--- config.mk ---
export PLATFORM = sky130hd
export DESIGN_NAME = sdram_porta_scheduler
export DESIGN_NICKNAME = d
export VERILOG_FILES = /design/src/rtl/sdram_porta_scheduler.sv
export SDC_FILE = /design/constraint.sdc
export NUM_CORES = 1
export LEC_CHECK = 0
export BUFFER_PORTS_ARGS = -buffer_cell sky130_fd_sc_hd__buf_4
export CORE_MARGIN = 2
export CORE_UTILIZATION = 35
export DETAILED_ROUTE_END_ITERATION = 6
export GPL_TIMING_DRIVEN = 0
export HOLD_SLACK_MARGIN = 0.02
export PLACE_DENSITY = 0.57
export SYNTH_ARGS = -nofsm -noshare
export SYNTH_HDL_FRONTEND = slang
export SYNTH_SLANG_ARGS = --single-unit
export TNS_END_PERCENT = 100
--- constraint.sdc ---
create_clock -name clock -period 4.86 [get_ports clock]
set_input_delay 0.243 -clock clock [delete_from_list [all_inputs] [get_ports clock]]
set_output_delay 0.243 -clock clock [all_outputs]
set_load 0.01 [all_outputs]
--- src/rtl/sdram_porta_scheduler.sv ---
// sdram_porta_scheduler: arbitrates SDRAM port A between the game loader and
// the NES CPU. While loading, loader bytes are queued in a small FIFO and
// written out one per NES memory slot; once loading is done and the queue has
// drained, port A is handed straight through to the CPU.
module sdram_porta_scheduler #(
  parameter int         ADDR_W     = 22,
  parameter int         FIFO_DEPTH = 8,
  parameter logic [1:0] SLOT       = 2'd3
) (
  input  logic                        clock,
  input  logic                        R_reset,
  input  logic [1:0]                  nes_ce,
  input  logic                        load_done,
  input  logic                        ld_valid,
  input  logic [ADDR_W-1:0]           ld_addr,
  input  logic [7:0]                  ld_data,
  output logic                        ld_ready,
  input  logic [ADDR_W-1:0]           cpu_addr,
  input  logic                        cpu_read,
  input  logic                        cpu_write,
  input  logic [7:0]                  cpu_dout,
  output logic [ADDR_W-1:0]           mem_addr,
  output logic                        mem_we,
  output logic                        mem_oe,
  output logic [7:0]                  mem_din,
  output logic                        mode_load,
  output logic [$clog2(FIFO_DEPTH):0] fifo_level,
  output logic                        overflow
);

  localparam int PTR_W = $clog2(FIFO_DEPTH);
  localparam int CNT_W = PTR_W + 1;

  typedef enum logic [1:0] {
    ST_LOAD  = 2'd0,
    ST_DRAIN = 2'd1,
    ST_RUN   = 2'd2
  } state_t;

  state_t state_r;
  state_t state_next_s;

  logic [ADDR_W-1:0] fifo_addr_r [FIFO_DEPTH];
  logic [7:0]        fifo_data_r [FIFO_DEPTH];
  logic [PTR_W-1:0]  wr_ptr_r;
  logic [PTR_W-1:0]  rd_ptr_r;
  logic [CNT_W-1:0]  count_r;

  logic              we_r;
  logic [ADDR_W-1:0] addr_r;
  logic [7:0]        din_r;
  logic              overflow_r;

  logic slot_s;
  logic empty_s;
  logic full_s;
  logic loader_s;
  logic run_s;
  logic push_s;
  logic pop_s;
  logic drop_s;
  logic reload_s;

  assign slot_s   = (nes_ce == SLOT);
  assign empty_s  = (count_r == {CNT_W{1'b0}});
  assign full_s   = (count_r == CNT_W'(FIFO_DEPTH));
  assign run_s    = (state_r == ST_RUN);
  assign loader_s = (state_r == ST_LOAD) || (state_r == ST_DRAIN);
  // Acceptance looks only at the registered count, never at a same-cycle pop.
  assign push_s   = (state_r == ST_LOAD) && ld_valid && !full_s;
  assign drop_s   = (state_r == ST_LOAD) && ld_valid && full_s;
  assign pop_s    = loader_s && slot_s && !empty_s;
  assign reload_s = run_s && !load_done;

  // State register.
  always_ff @(posedge clock) begin
    if (R_reset) state_r <= ST_LOAD;
    else         state_r <= state_next_s;
  end

  // Next-state logic: load_done is a level sampled every clock.
  always_comb begin
    state_next_s = state_r;
    case (state_r)
      ST_LOAD: begin
        if (load_done) state_next_s = ST_DRAIN;
        else           state_next_s = ST_LOAD;
      end
      ST_DRAIN: begin
        if (slot_s && empty_s) state_next_s = ST_RUN;
        else                   state_next_s = ST_DRAIN;
      end
      ST_RUN: begin
        if (!load_done) state_next_s = ST_LOAD;
        else            state_next_s = ST_RUN;
      end
      default: state_next_s = ST_LOAD;
    endcase
  end

  // FIFO storage: written at the tail on every accepted loader byte.
  always_ff @(posedge clock) begin
    if (push_s) begin
      fifo_addr_r[wr_ptr_r] <= ld_addr;
      fifo_data_r[wr_ptr_r] <= ld_data;
    end
  end

  // FIFO pointers and occupancy; pointers restart on a game reload.
  always_ff @(posedge clock) begin
    if (R_reset || reload_s) begin
      wr_ptr_r <= {PTR_W{1'b0}};
      rd_ptr_r <= {PTR_W{1'b0}};
      count_r  <= {CNT_W{1'b0}};
    end else begin
      if (push_s) wr_ptr_r <= wr_ptr_r + PTR_W'(1);
      if (pop_s)  rd_ptr_r <= rd_ptr_r + PTR_W'(1);
      case ({push_s, pop_s})
        2'b10:   count_r <= count_r + CNT_W'(1);
        2'b01:   count_r <= count_r - CNT_W'(1);
        default: count_r <= count_r;
      endcase
    end
  end

  // Write issue: once per slot, launch the FIFO head or an idle slot.
  // Address and data hold through idle slots and while the CPU owns the port.
  always_ff @(posedge clock) begin
    if (R_reset) begin
      we_r   <= 1'b0;
      addr_r <= {ADDR_W{1'b0}};
      din_r  <= 8'd0;
    end else if (loader_s && slot_s) begin
      we_r <= !empty_s;
      if (!empty_s) begin
        addr_r <= fifo_addr_r[rd_ptr_r];
        din_r  <= fifo_data_r[rd_ptr_r];
      end
    end
  end

  // Sticky overflow: a loader byte arrived while the FIFO was full.
  always_ff @(posedge clock) begin
    if (R_reset)     overflow_r <= 1'b0;
    else if (drop_s) overflow_r <= 1'b1;
  end

  assign mem_addr   = run_s ? cpu_addr  : addr_r;
  assign mem_we     = run_s ? cpu_write : we_r;
  assign mem_oe     = run_s ? cpu_read  : 1'b0;
  assign mem_din    = run_s ? cpu_dout  : din_r;
  assign mode_load  = !run_s;
  assign ld_ready   = (state_r == ST_LOAD) && !full_s;
  assign fifo_level = count_r;
  assign overflow   = overflow_r;

endmodule

==> impl_metrics.toml <==
[timing]
fin_tns_setup_ps = 0
holdWs_ps = 71.4
clock.fmax_mhz = 347
rsz0062_at_grt = "no"
setup_ws_ps = 1980
clock-skew-final_ps = 17.7
period_minus_slack_ps = 2880
relSlewSlack_pct = 39.6
fin_crit_sh_pct = 59.2
hold_viol_final = 0
setup_violations = 0
drv_slew = 0
tightest_slew_ps = 901

[critical_path]
max_stage_delay_ps = 540
crit_buf_inv = 3
cp_common_cell = "buf_6"
rrSetupSlack_ps = 1980
regToRegStartpoint = "fifo_level[0]$_SDFFE_PP0P_"
crit_end = "fifo_level[3]$_SDFFE_PP0P_"
crit_cells = 11
cp.arrival_ps = 3330
critPathRequiredTime_ps = 5310
reg2reg_depth = 11
critical_path.top_delay_family = "compound AO/OA/AOI/OAI gates"
cp_slowest_cell = "or4_4"
crit_path_cell_trace = "or4_4 -> buf_6 -> and2_4 -> buf_6 -> buf_6 -> ha_1 -> ha_1 -> a21oi_1 -> a211o_1 -> a21o_1 -> a21oi_1"
crit_fanout = 10
worstSetupEndpointType = "register"
crit_start = "fifo_level[0]$_SDFFE_PP0P_"
path_class = "register to register"
reg2reg_to = "fifo_level[3]$_SDFFE_PP0P_"
cp-start-kind = "register"

[pwr]
power_density_nw_per_um2 = 404
ir_drop_uv = 291
power.leakage_nw = 4.78

[cells_and_area]
fin_area_um2 = 13900
regArea_um2 = 8090
final_cell_mix = "edfxtp_1, buf_4, nand2_1"
nNetsFinal = 904
nFillCells = 2812
drive_above_1_share_pct = 33.6
syn2layout_area_growth_pct = 25.1
final_util_pct = 44.2
multi_input_area_um2 = 2800
mostFrequentLayoutCell = "edfxtp_1"
antenna_cells = 0

[synthesis]
synth_edf_count = 240
synth_compound_area_share_pct = 2.28
yosys_warnings = 0
muxShareOfSynthArea_pct = 12.5
synth-simple-area-share_pct = 8.95
ys_ff_latch = 284
ys_async_sr_fraction_pct = 0
ys_seq_area_share_pct = 73.0
synthFlopType = "edfxtp_1"
syn_area_um2 = 11100
ys_types = 41
synth_top_family_by_area = "multiplexers"
synthCells = 642
avgSynthCellArea_um2 = 17.3
synth-xor-area-share_pct = 0.395
syn_nets = 716
synthAdderAreaFrac_pct = 0.745

[floorplan]
num_io_pins = 107
initial_core_util_pct = 35.3
row_count = 65
die_h_um = 182
die_w_um = 182
core_area_um2 = 31400
dieArea_um2 = 33100

[cts]
cts_tree = "built"
cts_made_buffers = 29
cts-root-buf = "clkbuf_16"
clock_path_buffers = 3
path_clk_slew_ps = 60
h-tree-depth = 1
clock_latency_ps = 540
cts.sinks = 284
cts_resized = 0

[global_routing]
antenna_found_initial = 0
first_global_vias = 6315
grt_pass1_wl_um = 38300
grtUsageTotal_pct = 15.3
grt_max_degree = 22
grt_overflow = 0

[routing]
via_per_inst = 4.91
drt-initial-drc-count = 367
drtAntennaViolNets = 0
wl_um = 25100
firstDrtPassIters = 4
vias = 6147
drc_errors = 0
routedWlPerCell_um = 20.0

[placed_design]
dp_slack_ps = 2010
globalplace.congestion = 0.678
dpl_cell_area_um2 = 12700
io_buffers = 105
place_hpwl_um = 16500

[hold_path]
worstHoldStart = "nes_ce[1]"
hold_path_class = "input pin to register"

[run_status]
status = "finished clean"

[flow_run]
max_cap_violations = 0
[cells in the mapped netlist (2+ instances only)]
| library cell | n | area [um2] |
|---|---|---|
| inv_1 | 5 | 18.8 |
| clkbuf_1 | 17 | 63.8 |
| nor3_2 | 14 | 140 |
| xor2_1 | 3 | 26.3 |
| buf_6 | 8 | 90.1 |
| dfxtp_1 | 44 | 881 |
| nor2_2 | 19 | 119 |
| nand2b_1 | 2 | 12.5 |
| buf_4 | 3 | 22.5 |
| mux4_2 | 60 | 1350 |
| ha_1 | 5 | 62.6 |
| edfxtp_1 | 240 | 7210 |
| nand3_1 | 4 | 20.0 |
| nand2_1 | 95 | 357 |
| xnor2_1 | 2 | 17.5 |
| or3_1 | 2 | 12.5 |
| a21oi_1 | 6 | 30.0 |
| o22ai_1 | 30 | 188 |
| nor2_1 | 29 | 109 |
| mux2i_1 | 3 | 30.0 |
| nor3_1 | 21 | 105 |
| nand3_2 | 3 | 30.0 |
| nor4_1 | 2 | 12.5 |
| buf_2 | 8 | 40.0 |
[report_power, final]
group	internal (mW)	switching [mW]	leakage (nW)	total (mW)
clock	1.20	0.871	0.425	2.07
sequential	2.74	0.0527	2.53	2.80
combinational	0.356	0.367	1.83	0.723
total	4.30	1.29	4.78	5.59
[sequential cells by signal, indices dropped and copies added, names as in the netlist, 2 cells and up]
name,count
state_r,2
wr_ptr_r,3
addr_r,22
fifo_level,4
fifo_addr_r,176
fifo_data_r,64
din_r,8
rd_ptr_r,3
[layout make-up]
cell class,count,share of cell area [%]
timing repair buffer,157,9.73
multi-input combinational,315,20.2
clock buffer,40,5.53
tap,402,3.63
sequential,284,58.3
inverter,6,0.162
clock inverter,12,0.794
buffer,37,1.59
[cells by family (layout without fill, tap and decap cells)]
family	Yosys count	in the layout
multiplexers	63	63
AO/OA/AOI/OAI	41	41
buffers and inverters	43	252
flip-flops	284	284
adder cells (fa/ha/maj)	6	6
AND/OR/NAND/NOR	200	200
XOR/XNOR	5	5
[metal layers]
layer / GRT usage [%] / wire length, um / vias up
met1: 20.9 / 11100 / 3081
met5: 0 / 0 / -
met3: 2.87 / 1340 / 31
met2: 25.7 / 12200 / 167
li1: - / - / 2868
met4: 3.39 / 427 / 0
[repair_timing]
action,CTS,global route
hold endpoints to repair,243,0
setup endpoints to repair,0,0
buffers inserted,0,0
hold buffers,32,0
[per-stage QoR]
stage / instances / power [mW]
floorplan: 642 / 3.28
global placement: 1149 / 3.54
detailed placement: 1169 / 3.56
CTS: 1253 / 5.66
global route: 1253 / 5.83
finish: 1253 / 5.59
[how the worst min path moves through the flow]
stage | endpoint | slack (ps) | cells after the start
floorplan | fifo_addr_r[0][0]$_DFFE_PP_ | 340 | 0
global placement | overflow$_SDFFE_PP0P_ | 460 | 2
detailed placement | overflow$_SDFFE_PP0P_ | 470 | 2
CTS | state_r[0]$_SDFF_PP0_ | 50 | 4
global route | state_r[0]$_SDFF_PP0_ | 80 | 4
finish | state_r[0]$_SDFF_PP0_ | 70 | 4
[worst reg2reg max path: cells and delay by family (launching register included)]
kind,cells,cell delay [ps]
buffers and inverters,3,440
DFF,1,390
AOI/OAI and AO/OA,4,690
adders and majority gates,2,600
and+or+nand+nor,2,670
Note: power is estimated with default switching activity, not from simulation.
